File: src/rtl/result_drain.sv
// Snapshots c00..c11 on capture and streams them as bytes on a registered valid/ready port; byte 0 is valid the cycle after capture and holds while !out_ready.
// Define SAT8_EN to send each word saturated to one signed byte instead of as full RES_WIDTH words.
module result_drain #(
   parameter int RES_WIDTH = 16,
   parameter bit LSB_FIRST = 1'b1
) (
   input  logic                 clk,
   input  logic                 rst,
   input  logic                 capture,
   input  logic [RES_WIDTH-1:0] c00,
   input  logic [RES_WIDTH-1:0] c01,
   input  logic [RES_WIDTH-1:0] c10,
   input  logic [RES_WIDTH-1:0] c11,
   input  logic                 out_ready,
   input  logic                 clr_err,
   output logic [7:0]           out_data,
   output logic                 out_valid,
   output logic                 busy,
   output logic                 done,
   output logic                 overrun
);

`ifdef SAT8_EN
   localparam int BPW = 1;
`else
   localparam int BPW = RES_WIDTH / 8;
`endif
   localparam int FB = 4 * BPW;
   localparam int IW = (FB > 1) ? $clog2(FB) : 1;
   localparam logic [IW-1:0] LAST_IDX = IW'(FB - 1);

   typedef enum logic {IDLE, SEND} state_t;

   state_t          state_q, state_d;
   logic [IW-1:0]   idx_q, idx_d, idx_nxt;
   logic [7:0]      frame_q [FB];
   logic [7:0]      frame_d [FB];
   logic [7:0]      new_bytes [FB];
   logic [7:0]      out_data_q, out_data_d;
   logic            out_valid_q, out_valid_d;
   logic            done_q, done_d;
   logic            overrun_q, overrun_d;
   logic [RES_WIDTH-1:0] words [4];
   logic            hs, last_hs, accept;

`ifdef SAT8_EN
   localparam logic signed [RES_WIDTH-1:0] MAX8 = RES_WIDTH'(127);
   localparam logic signed [RES_WIDTH-1:0] MIN8 = RES_WIDTH'(-128);

   function automatic logic [7:0] sat8(input logic [RES_WIDTH-1:0] v);
      if ($signed(v) > MAX8)
         return 8'h7F;
      else if ($signed(v) < MIN8)
         return 8'h80;
      else
         return v[7:0];
   endfunction
`endif

   always_comb begin
      words[0] = c00;
      words[1] = c01;
      words[2] = c10;
      words[3] = c11;
   end

   // Frame image built from the live inputs; only written into frame_q on an accepted capture.
   always_comb begin
      for (int i = 0; i < FB; i++) new_bytes[i] = 8'h00;
`ifdef SAT8_EN
      for (int w = 0; w < 4; w++) new_bytes[w] = sat8(words[w]);
`else
      for (int w = 0; w < 4; w++) begin
         for (int b = 0; b < BPW; b++) begin
            new_bytes[w*BPW + b] = LSB_FIRST ? words[w][8*b +: 8]
                                             : words[w][8*(BPW-1-b) +: 8];
         end
      end
`endif
   end

   assign hs      = (state_q == SEND) && out_valid_q && out_ready;
   assign last_hs = hs && (idx_q == LAST_IDX);
   assign accept  = capture && ((state_q == IDLE) || last_hs);
   assign idx_nxt = idx_q + 1'b1;

   always_comb begin
      state_d     = state_q;
      idx_d       = idx_q;
      frame_d     = frame_q;
      out_data_d  = out_data_q;
      out_valid_d = out_valid_q;
      done_d      = last_hs;
      overrun_d   = overrun_q;

      if (accept) begin
         state_d     = SEND;
         frame_d     = new_bytes;
         idx_d       = '0;
         out_data_d  = new_bytes[0];
         out_valid_d = 1'b1;
      end else if (last_hs) begin
         state_d     = IDLE;
         idx_d       = '0;
         out_valid_d = 1'b0;
      end else if (hs) begin
         idx_d      = idx_nxt;
         out_data_d = frame_q[idx_nxt];
      end

      // A dropped capture outranks a simultaneous clear.
      if (capture && (state_q == SEND) && !last_hs)
         overrun_d = 1'b1;
      else if (clr_err)
         overrun_d = 1'b0;
   end

   always_ff @(posedge clk) begin
      if (rst) begin
         state_q     <= IDLE;
         idx_q       <= '0;
         out_data_q  <= 8'h00;
         out_valid_q <= 1'b0;
         done_q      <= 1'b0;
         overrun_q   <= 1'b0;
         for (int i = 0; i < FB; i++) frame_q[i] <= 8'h00;
      end else begin
         state_q     <= state_d;
         idx_q       <= idx_d;
         out_data_q  <= out_data_d;
         out_valid_q <= out_valid_d;
         done_q      <= done_d;
         overrun_q   <= overrun_d;
         for (int i = 0; i < FB; i++) frame_q[i] <= frame_d[i];
      end
   end

   assign out_data  = out_data_q;
   assign out_valid = out_valid_q;
   assign busy      = (state_q == SEND);
   assign done      = done_q;
   assign overrun   = overrun_q;

endmodule

File: config.mk
export PLATFORM = sky130hd
export DESIGN_NAME = result_drain
export DESIGN_NICKNAME = d
export VERILOG_FILES = /design/src/rtl/result_drain.sv
export SDC_FILE = /design/constraint.sdc
export NUM_CORES = 1
export LEC_CHECK = 0
export CAP_MARGIN = 10
export CORE_ASPECT_RATIO = 1.2
export CORE_MARGIN = 10
export CORE_UTILIZATION = 51
export DETAILED_ROUTE_END_ITERATION = 8
export MAX_ROUTING_LAYER = met4
export PLACE_DENSITY = 0.85
export SKIP_CTS_REPAIR_TIMING = 1
export SYNTH_ARGS = -nofsm -noshare
export SYNTH_HDL_FRONTEND = slang
export SYNTH_SLANG_ARGS = --single-unit
File: constraint.sdc
create_clock -name clk -period 4.8 [get_ports clk]
set_input_delay 0.48 -clock clk [delete_from_list [all_inputs] [get_ports clk]]
set_output_delay 0.48 -clock clk [all_outputs]
set_load 0.05 [all_outputs]
== After elaboration in Yosys (flattened, before gate mapping) ==
Cells that the tools add are included.

* Add/sub/neg operators: 1
* Magnitude comparators: 1
* Equal/unequal tests: 2
* Mux-type cells: 10
* Bitwise operators: 2
* Reductions and logical operators: 12

{| class="wikitable"
|+ Operator list
! kind !! count
|-
| 8-bit two-way mux || 5
|-
| 8-bit binary-select mux with 3-bit select || 1
|-
| 2-bit nonzero test || 3
|-
| 1-bit logical AND || 5
|-
| 4-bit >= comparator, second input constant || 1
|-
| 1-bit two-way mux || 4
|-
| 3-bit NOT with 4-bit output || 1
|-
| 3-bit by 1-bit adder with 3-bit output, second input constant || 1
|-
| 3-bit == test, second input constant || 1
|-
| 3-bit OR reduction || 1
|-
| 2-bit by 1-bit != test with 1-bit output, second input constant || 1
|-
| 2-bit AND reduction || 1
|-
| 1-bit logical NOT || 1
|-
| 1-bit logical OR || 1
|-
| 1-bit NOT || 1
|}

* Register bits after elaboration: 78
* Output and inout port bits: 12

== Depth between registers and ports, before layout ==
* Depth in word-level cells: 8
* Depth in mapped cells: 9

== Least setup slack after synthesis ==
Ideal clock, no wire load.

* Path type: flip-flop to flip-flop
* Start point: reg out_valid_q, in the netlist out_valid
* End point: reg frame_q[0] (netlist bit)
* Setup time: 132 ps
* Data arrival time: 1627 ps
* Data required time: 4668 ps
* Slack: 3041 ps
* Cell stages (with the launch flop): 8
* Buffers on the path: 3
* Path through: dfxtp_1 > a21bo_2 > and2_1 > buf_4 > buf_6 > buf_2 > nand2_1 > a21oi_1

* Longest elaborated chain between the ends: 4

{| class="wikitable"
|+ RTL lines
! item !! RTL line !! source
|-
| start: declaration || 40 || <nowiki>logic out_valid_q, out_valid_d;</nowiki>
|-
| start signal: assignment || 131 || <nowiki>out_valid_q <= out_valid_d;</nowiki>
|-
| 1-bit logical AND || 82 || <nowiki>assign hs = (state_q == SEND) && out_valid_q && out_ready;</nowiki>
|-
| 1-bit logical AND || 83 || <nowiki>assign last_hs = hs && (idx_q == LAST_IDX);</nowiki>
|-
| 1-bit logical OR * || 84 || <nowiki>assign accept = capture && ((state_q == IDLE) || last_hs);</nowiki>
|-
| 1-bit logical AND * || 84 ||
|-
| end: declaration || 36 || <nowiki>logic [7:0] frame_q [FB];</nowiki>
|}

Mark *: on every way between the ends. The rest lies on a longest branch, timed or not.
A chain may end at the register's enable or synchronous reset.

== Worst setup path in the final report ==
* Start point: reg idx_q[0]
* End point: reg frame_q[41] (netlist bit)

* Longest elaborated chain between the ends: 4

{| class="wikitable"
|+ RTL lines
! item !! RTL line !! source
|-
| start: declaration || 35 || <nowiki>logic [IW-1:0] idx_q, idx_d, idx_nxt;</nowiki>
|-
| start signal: assignment || 129 || <nowiki>idx_q <= idx_d;</nowiki>
|-
| 3-bit == test || 83 ||
|-
| 1-bit logical AND || 83 ||
|-
| 1-bit logical OR || 84 ||
|-
| 1-bit logical AND || 84 ||
|}

No other way between the ends.

==> flow_summary.ini <==
[layout]
syn2layout_area_growth_pct = 29.8
diodes = 0
drive_above_1_share = 0.0690
final_area_um2 = 4290
final_net_count = 501

[yosys]
synth_area_um2 = 3310
synth_area_leaders = dfxtp_1 47%, nand2_1 14%, a21oi_1 10%
yosysUniqueCellTypes = 28
synth-main-ff-cell = dfxtp_1
yosysTopAreaCell = dfxtp_1
netlist.area_leader.share = 0.472
yosysWarnings = 0
syn-num-nets = 438
yosysMostFrequentCell = nand2_1
synthCells = 367
synth_seq_cells = 78
avgSynthCellArea_um2 = 9.01
ys_seq_area_frac = 0.472
async_reset_ff_frac = 0
synth_edf_count = 0
synth_common_cells = 122 x nand2_1, 78 x dfxtp_1, 68 x a21oi_1, 10 x clkbuf_1

[global_routing]
grt_max_degree = 73
grt_pass1_vias = 2909
grt_util_all_layers = 0.180
overflow = 0
grt_first_pass_wirelength_um = 14000
antenna_found_initial = 0

[detailed_routing]
drc = 0
wire_per_inst_um = 16.8
vias_per_cell = 5.45
routed_wl_um = 8750
drtIter0Drc = 242
wl_met1_um = 3630
highest_layer = met4
routed-via-count = 2836
dr_wl_met2_um = 4620
wl_met3_um = 338
drtPass1Iterations = 4
final_antenna_net_count = 0

[placement]
dpl_cell_area_um2 = 4040
hpwlAfterDp_um = 5910
place_congestion = 0.824
io_buffers = 80

[setup_path]
r2r_end = frame_q[41]
rr_startpoint = idx_q[0]
crit_arrival_ps = 2650
worst-r2r-setup-slack_ps = 2430
endpoint = frame_q[41]
cp-end-kind = flop
cp_max_fo = 64
required_ps = 5080
start_kind = flop
crit_start = idx_q[0]
ff2ff_path_depth = 6
crit_type = reg -> reg

[floorplanning]
die_area_um2 = 10100
fp.dieH_um = 108
rows = 32
start_util = 0.519
die_x_um = 93.5
io_pins = 81
core_um2 = 6370

[clocking]
cts.sinks = 78
numCtsBuffers = 9
cts_root_buffer = clkbuf_8
cts_tree = built
clock_latency_ps = 350
clkTransAtPathRegs_ps = 80
h-tree-depth = 3
clockBufferDepth = 2

[sta]
fmax_mhz = 422
slew_headroom = 0.223
tns_ps = 0
fin_skew_ps = 5.61
rsz0062_at_grt = false
period_share = 0.493
finalSetupViolCount = 0
fin_crit_ps = 2370
maxSlewViolCount = 0
hold_slack_ps = 452
worst_pin_slew_ps = 1160
hold_violations = 0

[power_and_ir_drop]
p_leak_nw = 1.59
peakVddDrop_mv = 0.240
p_per_area_nw_per_um2 = 345

[hold_path]
hold_path_class = reg -> reg

[outcome]
status = completed

[run]
maxCapViolations = 0
## per-stage QoR
stage | worst slack, ps | util | cells | power [mW]
3_3_place_gp | 2100 | 0.634 | 503 | 0.921
3_5_place_dp | 1970 | 0.634 | 503 | 0.928
5_1_grt | 2200 | 0.674 | 520 | 1.54
6_report | 2430 | 0.674 | 520 | 1.48
4_1_cts | 2220 | 0.671 | 519 | 1.48
2_1_floorplan | 3040 | - | 367 | 0.840
## final cells by class
type                       instances  area, um2
fill                             493       2070
sequential                        78       1560
multi-input combinational        255       1550
timing repair buffer              83        831
clock buffer                      13        169
tap                               85        106
clock inverter                     3       65.1
inverter                           3       11.3
## cells by family after synthesis
logic type,share of synthesized area
AOI/OAI and AO/OA,0.143
adders and majority gates,0.00757
buffers and inverters,0.0609
DFF,0.472
muxes,0.145
and+or+nand+nor,0.171
## sequential cells by signal, summed over array words and instances, names as in the netlist
signal and flops:
done 1, idx_q 3, overrun 1, frame_q 64, out_data 8, out_valid 1
## cell usage in the layout, fill, tap and decap left out, types with 8 or more instances in the layout
cell type	instances
mux2i_1	9
nand2_1	121
nand3_1	8
clkbuf_8	12
a22o_1	8
o21ai_1	8
a21oi_1	68
mux4_2	8
clkdlybuf4s50_1	79
mux4_1	8
dfxtp_1	78
## power breakdown
group / internal (mW) / total (mW) / switching (mW)
sequential: 0.683 / 0.702 / 0.0191
clock: 0.335 / 0.564 / 0.229
combinational: 0.106 / 0.215 / 0.109
## worst min-delay path by stage
stage,cells after the start,endpoint,from
after global routing,2,frame_q[52],frame_q[52]
after CTS,2,frame_q[30],frame_q[30]
final,2,frame_q[16],frame_q[16]
after detailed placement,2,frame_q[16],frame_q[16]
after floorplan,2,frame_q[24],frame_q[24]
after global placement,2,frame_q[13],frame_q[13]
## layer usage
metal	vias up	global-route usage
met5	-	-
met1	1357	0.207
met4	0	0.0762
li1	1383	-
met2	82	0.295
met3	14	0.0388
## worst max-delay path, cell delays in order, from the launching register on
cell	delay [ps]
dfxtp_1	320
ha_1	190
ha_1	240
a21bo_2	320
nand2_2	850
nand2_1	160
a21oi_1	170
No activity file was read; power rests on OpenSTA's default activity.
